[src/rtl/imem_loader.sv]
`default_nettype none
`timescale 1ns/1ps
// ============================================================================
//  Module      : imem_loader
//  Description : Streams instruction words from a valid/ready source into
//                consecutive instruction-memory addresses from a base, holds
//                fetch in stall via busy, and reports an XOR checksum.
//  Revision    : 1.0 - initial release
// ============================================================================
module imem_loader #(
    parameter int          ADDR_WIDTH = 8,
    parameter int          INST_WIDTH = 32,
    parameter logic [31:0] MEM_ID     = 32'h0000_0000
) (
    input  logic                  clk,
    input  logic                  reset,
    input  logic                  start,
    input  logic [ADDR_WIDTH-1:0] base_addr,
    input  logic [ADDR_WIDTH-1:0] count,
    input  logic                  in_valid,
    input  logic [INST_WIDTH-1:0] in_data,
    output logic                  in_ready,
    output logic                  mem_wr_en,
    output logic [ADDR_WIDTH-1:0] mem_wr_addr,
    output logic [INST_WIDTH-1:0] mem_wr_data,
    output logic [31:0]           mem_id,
    output logic                  busy,
    output logic                  done,
    output logic [INST_WIDTH-1:0] checksum
);

    localparam logic [ADDR_WIDTH-1:0] c_ADDR_ONE = {{(ADDR_WIDTH-1){1'b0}}, 1'b1};

    typedef enum logic [1:0] {
        S_IDLE = 2'd0,
        S_LOAD = 2'd1,
        S_DONE = 2'd2
    } state_t;

    state_t                  state_q,   state_d;
    logic [ADDR_WIDTH-1:0]   addr_q,    addr_d;
    logic [ADDR_WIDTH-1:0]   remain_q,  remain_d;
    logic [INST_WIDTH-1:0]   csum_q,    csum_d;
    logic                    wr_en_q,   wr_en_d;
    logic [ADDR_WIDTH-1:0]   wr_addr_q, wr_addr_d;
    logic [INST_WIDTH-1:0]   wr_data_q, wr_data_d;
    logic                    w_xfer;

    assign in_ready = (state_q == S_LOAD) && (remain_q != '0);
    assign w_xfer   = in_valid && in_ready;

    always_comb begin
        state_d   = state_q;
        addr_d    = addr_q;
        remain_d  = remain_q;
        csum_d    = csum_q;
        wr_en_d   = 1'b0;
        wr_addr_d = wr_addr_q;
        wr_data_d = wr_data_q;

        case (state_q)
            S_IDLE: begin
                if (start) begin
                    addr_d   = base_addr;
                    remain_d = count;
                    csum_d   = '0;
                    state_d  = (count != '0) ? S_LOAD : S_DONE;
                end
            end
            S_LOAD: begin
                if (w_xfer) begin
                    wr_en_d   = 1'b1;
                    wr_addr_d = addr_q;
                    wr_data_d = in_data;
                    addr_d    = addr_q + c_ADDR_ONE;
                    remain_d  = remain_q - c_ADDR_ONE;
                    csum_d    = csum_q ^ in_data;
                    if (remain_q == c_ADDR_ONE) begin
                        state_d = S_DONE;
                    end
                end
            end
            S_DONE: begin
                state_d = S_IDLE;
            end
            default: begin
                state_d = S_IDLE;
            end
        endcase
    end

    always_ff @(posedge clk) begin
        if (reset) begin
            state_q   <= S_IDLE;
            addr_q    <= '0;
            remain_q  <= '0;
            csum_q    <= '0;
            wr_en_q   <= 1'b0;
            wr_addr_q <= '0;
            wr_data_q <= '0;
        end else begin
            state_q   <= state_d;
            addr_q    <= addr_d;
            remain_q  <= remain_d;
            csum_q    <= csum_d;
            wr_en_q   <= wr_en_d;
            wr_addr_q <= wr_addr_d;
            wr_data_q <= wr_data_d;
        end
    end

    // A staged write is masked while reset is high so a mid-load reset cannot leak it.
    assign mem_wr_en   = wr_en_q & ~reset;
    assign mem_wr_addr = wr_addr_q;
    assign mem_wr_data = wr_data_q;
    assign mem_id      = MEM_ID;
    assign busy        = (state_q != S_IDLE);
    assign done        = (state_q == S_DONE);
    assign checksum    = csum_q;

endmodule
`default_nettype wire

[config.mk]
export PLATFORM = sky130hd
export DESIGN_NAME = imem_loader
export DESIGN_NICKNAME = d
export VERILOG_FILES = /design/src/rtl/imem_loader.sv
export SDC_FILE = /design/constraint.sdc
export NUM_CORES = 1
export LEC_CHECK = 0
export BUFFER_PORTS_ARGS = -buffer_cell sky130_fd_sc_hd__buf_2
export CAP_MARGIN = 10
export CORE_ASPECT_RATIO = 1.75
export CORE_MARGIN = 3
export CORE_UTILIZATION = 45
export CTS_CLUSTER_SIZE = 24
export DETAILED_ROUTE_END_ITERATION = 12
export PLACE_DENSITY = 0.74
export SLEW_MARGIN = 20
export SYNTH_ARGS = -nofsm -noshare
export SYNTH_HDL_FRONTEND = slang
export SYNTH_SLANG_ARGS = --single-unit
export TNS_END_PERCENT = 5
[constraint.sdc]
create_clock -name clk -period 2.8 [get_ports clk]
set_clock_uncertainty 0.2 [all_clocks]
set_input_delay 0.56 -clock clk [delete_from_list [all_inputs] [get_ports clk]]
set_output_delay 0.56 -clock clk [all_outputs]
set_load 0.03 [all_outputs]
==> impl_results.md <==
* Slowest library cell on the worst path: or3_1
* H-tree depth at 3
* Yosys cell types at 43
* # setup viols final at 0
* CTS Hold Bufs at 0
* Fraction of layout cells with a size suffix above 1 at 25.5%
* Unrepaired setup endpoints after global routing: false
* Synth Instances at 538
* Worst EP arrival at 1.79 ns
* Area grow syn2layout at 20.5%
* Die Y at 134 µm
* Largest net degree at the start of global routing at 92
* Worst slew margin at 59.5%
* Worst slew pin tran at 0.606 ns
* DR vias at 4196
* Worst vdd ir at 391 µV
* Setup slack, reg-to-reg at 0.37 ns
* Ys async rst share at 0%
* Ranking of synthesized cells by area: dfxtp_1 (43%), a21oi_1 (13%), nand2_1 (9.0%)
* Drt pass-1 iters at 7
* CTS tree: done
* Top cell type's share of synthesized area at 42.9%
* Post-Syn Area at 0.00424 mm²
* Vias per cell at 5.47
* Dpl hpwl at 7760 µm
* Post-Route Utilization at 55.9%
* I/O pin cnt at 160
* Final Hold Vio Count at 0
* Yosys warns at 0
* GRT Overall Usage at 21.4%
* CP Launch Type: flip-flop
* CTS buffer count at 9
* Initial Util at 46.3%
* Core area at 0.00915 mm²
* Yosys reg bits at 91
* DR WL/cell at 14.8 µm
* Synthesized area per cell at 7.88 µm²
* Die X-Extent at 79.4 µm
* Commonest cells in the netlist: a21oi_1 (111), nand2_1 (102), dfxtp_1 (91), o21ai_0 (38), buf_4 (36)
* Layout Nets at 699
* Total gr overflow at 0
* Final Wtd Congestion at 0.841
* Num rows at 46
* Post_cts resized at 0
* ANT cells at 0
* # clock sinks at 91
* CP max FO at 5
* Min Tclk post-route at 2.55 ns
* EDFF count, synth at 0
* Via count of the first global-routing pass at 3873
* WL final at 11300 µm
* Drt first-iter violations at 278
* Cell Pwr Density at 680 mW/mm²
* Root Driver: clkbuf_16
* Leakage at 2.13 nW
* Clk slew on worst S/H paths at 0.06 ns
* Placed Area at 0.00483 mm²
* Initial antenna violation count at 0
* Worst Setup End Kind: primary output
* Worst hold path class: flip-flop to flip-flop
* Main synth FF type: dfxtp_1
* I/O Buffers at 127
* Crit-path cells: or3_1 -> nor4_2 -> a21oi_1 -> buf_2
* Fin. max-slew vios at 0
* # DRC at 0
* WS Path Type: flip-flop to primary output
* First-pass GRT wire length at 18300 µm
* Die area at 0.0107 mm²
* CP peak stage delay at 0.50 ns
* Sequential area share after synthesis at 42.9%
* Skew-Pair Late Insertion Delay at 0.34 ns
* Post-route setup TNS at 0 ns
* Status: finished, final reports clean
* Clock buffer depth at 2
* Worst endpoint required time at 2.04 ns
* Setup bufs post-CTS at 0
* Post-synth top area cell: dfxtp_1
* Final ANT Viol Nets at 0
* Finished Cell Area at 0.00511 mm²
* Most common cell in the netlist: a21oi_1
* Final Cycle Share at 90.9%
* FMAX at 393 MHz
* Maxcap violations at 0
## layout make-up
| cell class | instances | area [µm²] |
|---|---|---|
| Clock inverter | 5 | 53.8 |
| Inverter | 12 | 45.0 |
| Timing Repair Buffer | 136 | 741 |
| Fill cell | 867 | 4040 |
| Sequential cell | 91 | 1820 |
| Clock buffer | 10 | 229 |
| Tap cell | 120 | 150 |
| Multi-Input combinational cell | 393 | 2070 |
## metrics by stage
| step | hold WS, ns | setup WS [ns] | cells | power [mW] |
|---|---|---|---|---|
| floorplan | 0.234 | 0.661 | 569 | 2.12 |
| global placement | 0.241 | 0.475 | 752 | 2.30 |
| detailed placement | 0.243 | 0.391 | 752 | 2.33 |
| CTS | 0.252 | 0.235 | 767 | 3.51 |
| global route | 0.264 | 0.151 | 767 | 3.64 |
| finish | 0.249 | 0.254 | 767 | 3.48 |
## where the power goes
part / leakage, nW / internal (mW) / switching (mW) / total, mW
clock network: 0.142 / 0.685 / 0.492 / 1.18
logic: 1.25 / 0.261 / 0.569 / 0.830
registers: 0.740 / 1.39 / 0.0790 / 1.47
## cell usage in the layout, fill, tap and decap left out, types with 4 or more instances in the layout
cell type	count
nor3_1	34
inv_1	12
conb_1	32
dfxtp_1	91
buf_2	127
o21ai_0	38
buf_4	6
o32ai_1	4
nor2b_1	5
ha_1	4
o22ai_1	10
a221oi_2	6
clkbuf_16	9
a21oi_1	111
nand2_1	102
## routing by layer
layer | GRT usage (%) | part of all wire, % | vias to the layer above
li1 | - | - | 2049
met1 | 23.8 | 37 | 1957
met2 | 37.4 | 54 | 165
met3 | 5.11 | 6.8 | 25
met4 | 10.5 | 2.8 | 0
met5 | 0 | 0 | -
## worst max-delay path: cells and delay by family (launching register included)
family	cells	cell delay (ns)
and+or+nand+nor	2	0.79
DFF	1	0.34
buffers and inverters	1	0.19
AOI/OAI and AO/OA	1	0.13
## final timing paths
kind	to	startpoint	cells after the start
max	in_ready	remain_q[4]$_SDFFE_PP0P_	4
min	mem_wr_data[31]$_SDFFE_PP0P_	mem_wr_data[31]$_SDFFE_PP0P_	2
max reg2reg	remain_q[2]$_SDFFE_PP0P_	remain_q[0]$_SDFFE_PP0P_	6
min reg2reg	mem_wr_data[31]$_SDFFE_PP0P_	mem_wr_data[31]$_SDFFE_PP0P_	2
## state kept, by name, summed over array words and instances (netlist names)
register and flops:
checksum 32, mem_wr_data 32, addr_q 8, mem_wr_addr 8, remain_q 8, state_q 2
wr_en_q 1
## logic make-up after synthesis
group                      Yosys count  share of synthesized area (%)
AOI/OAI and AO/OA                  189                           26.5
adders and majority gates            4                           1.18
buffers and inverters               85                           10.9
DFF                                 91                           42.9
muxes                                1                          0.236
other                                1                         0.0884
and+or+nand+nor                    167                           18.1
(Power assumes the default switching activity.)
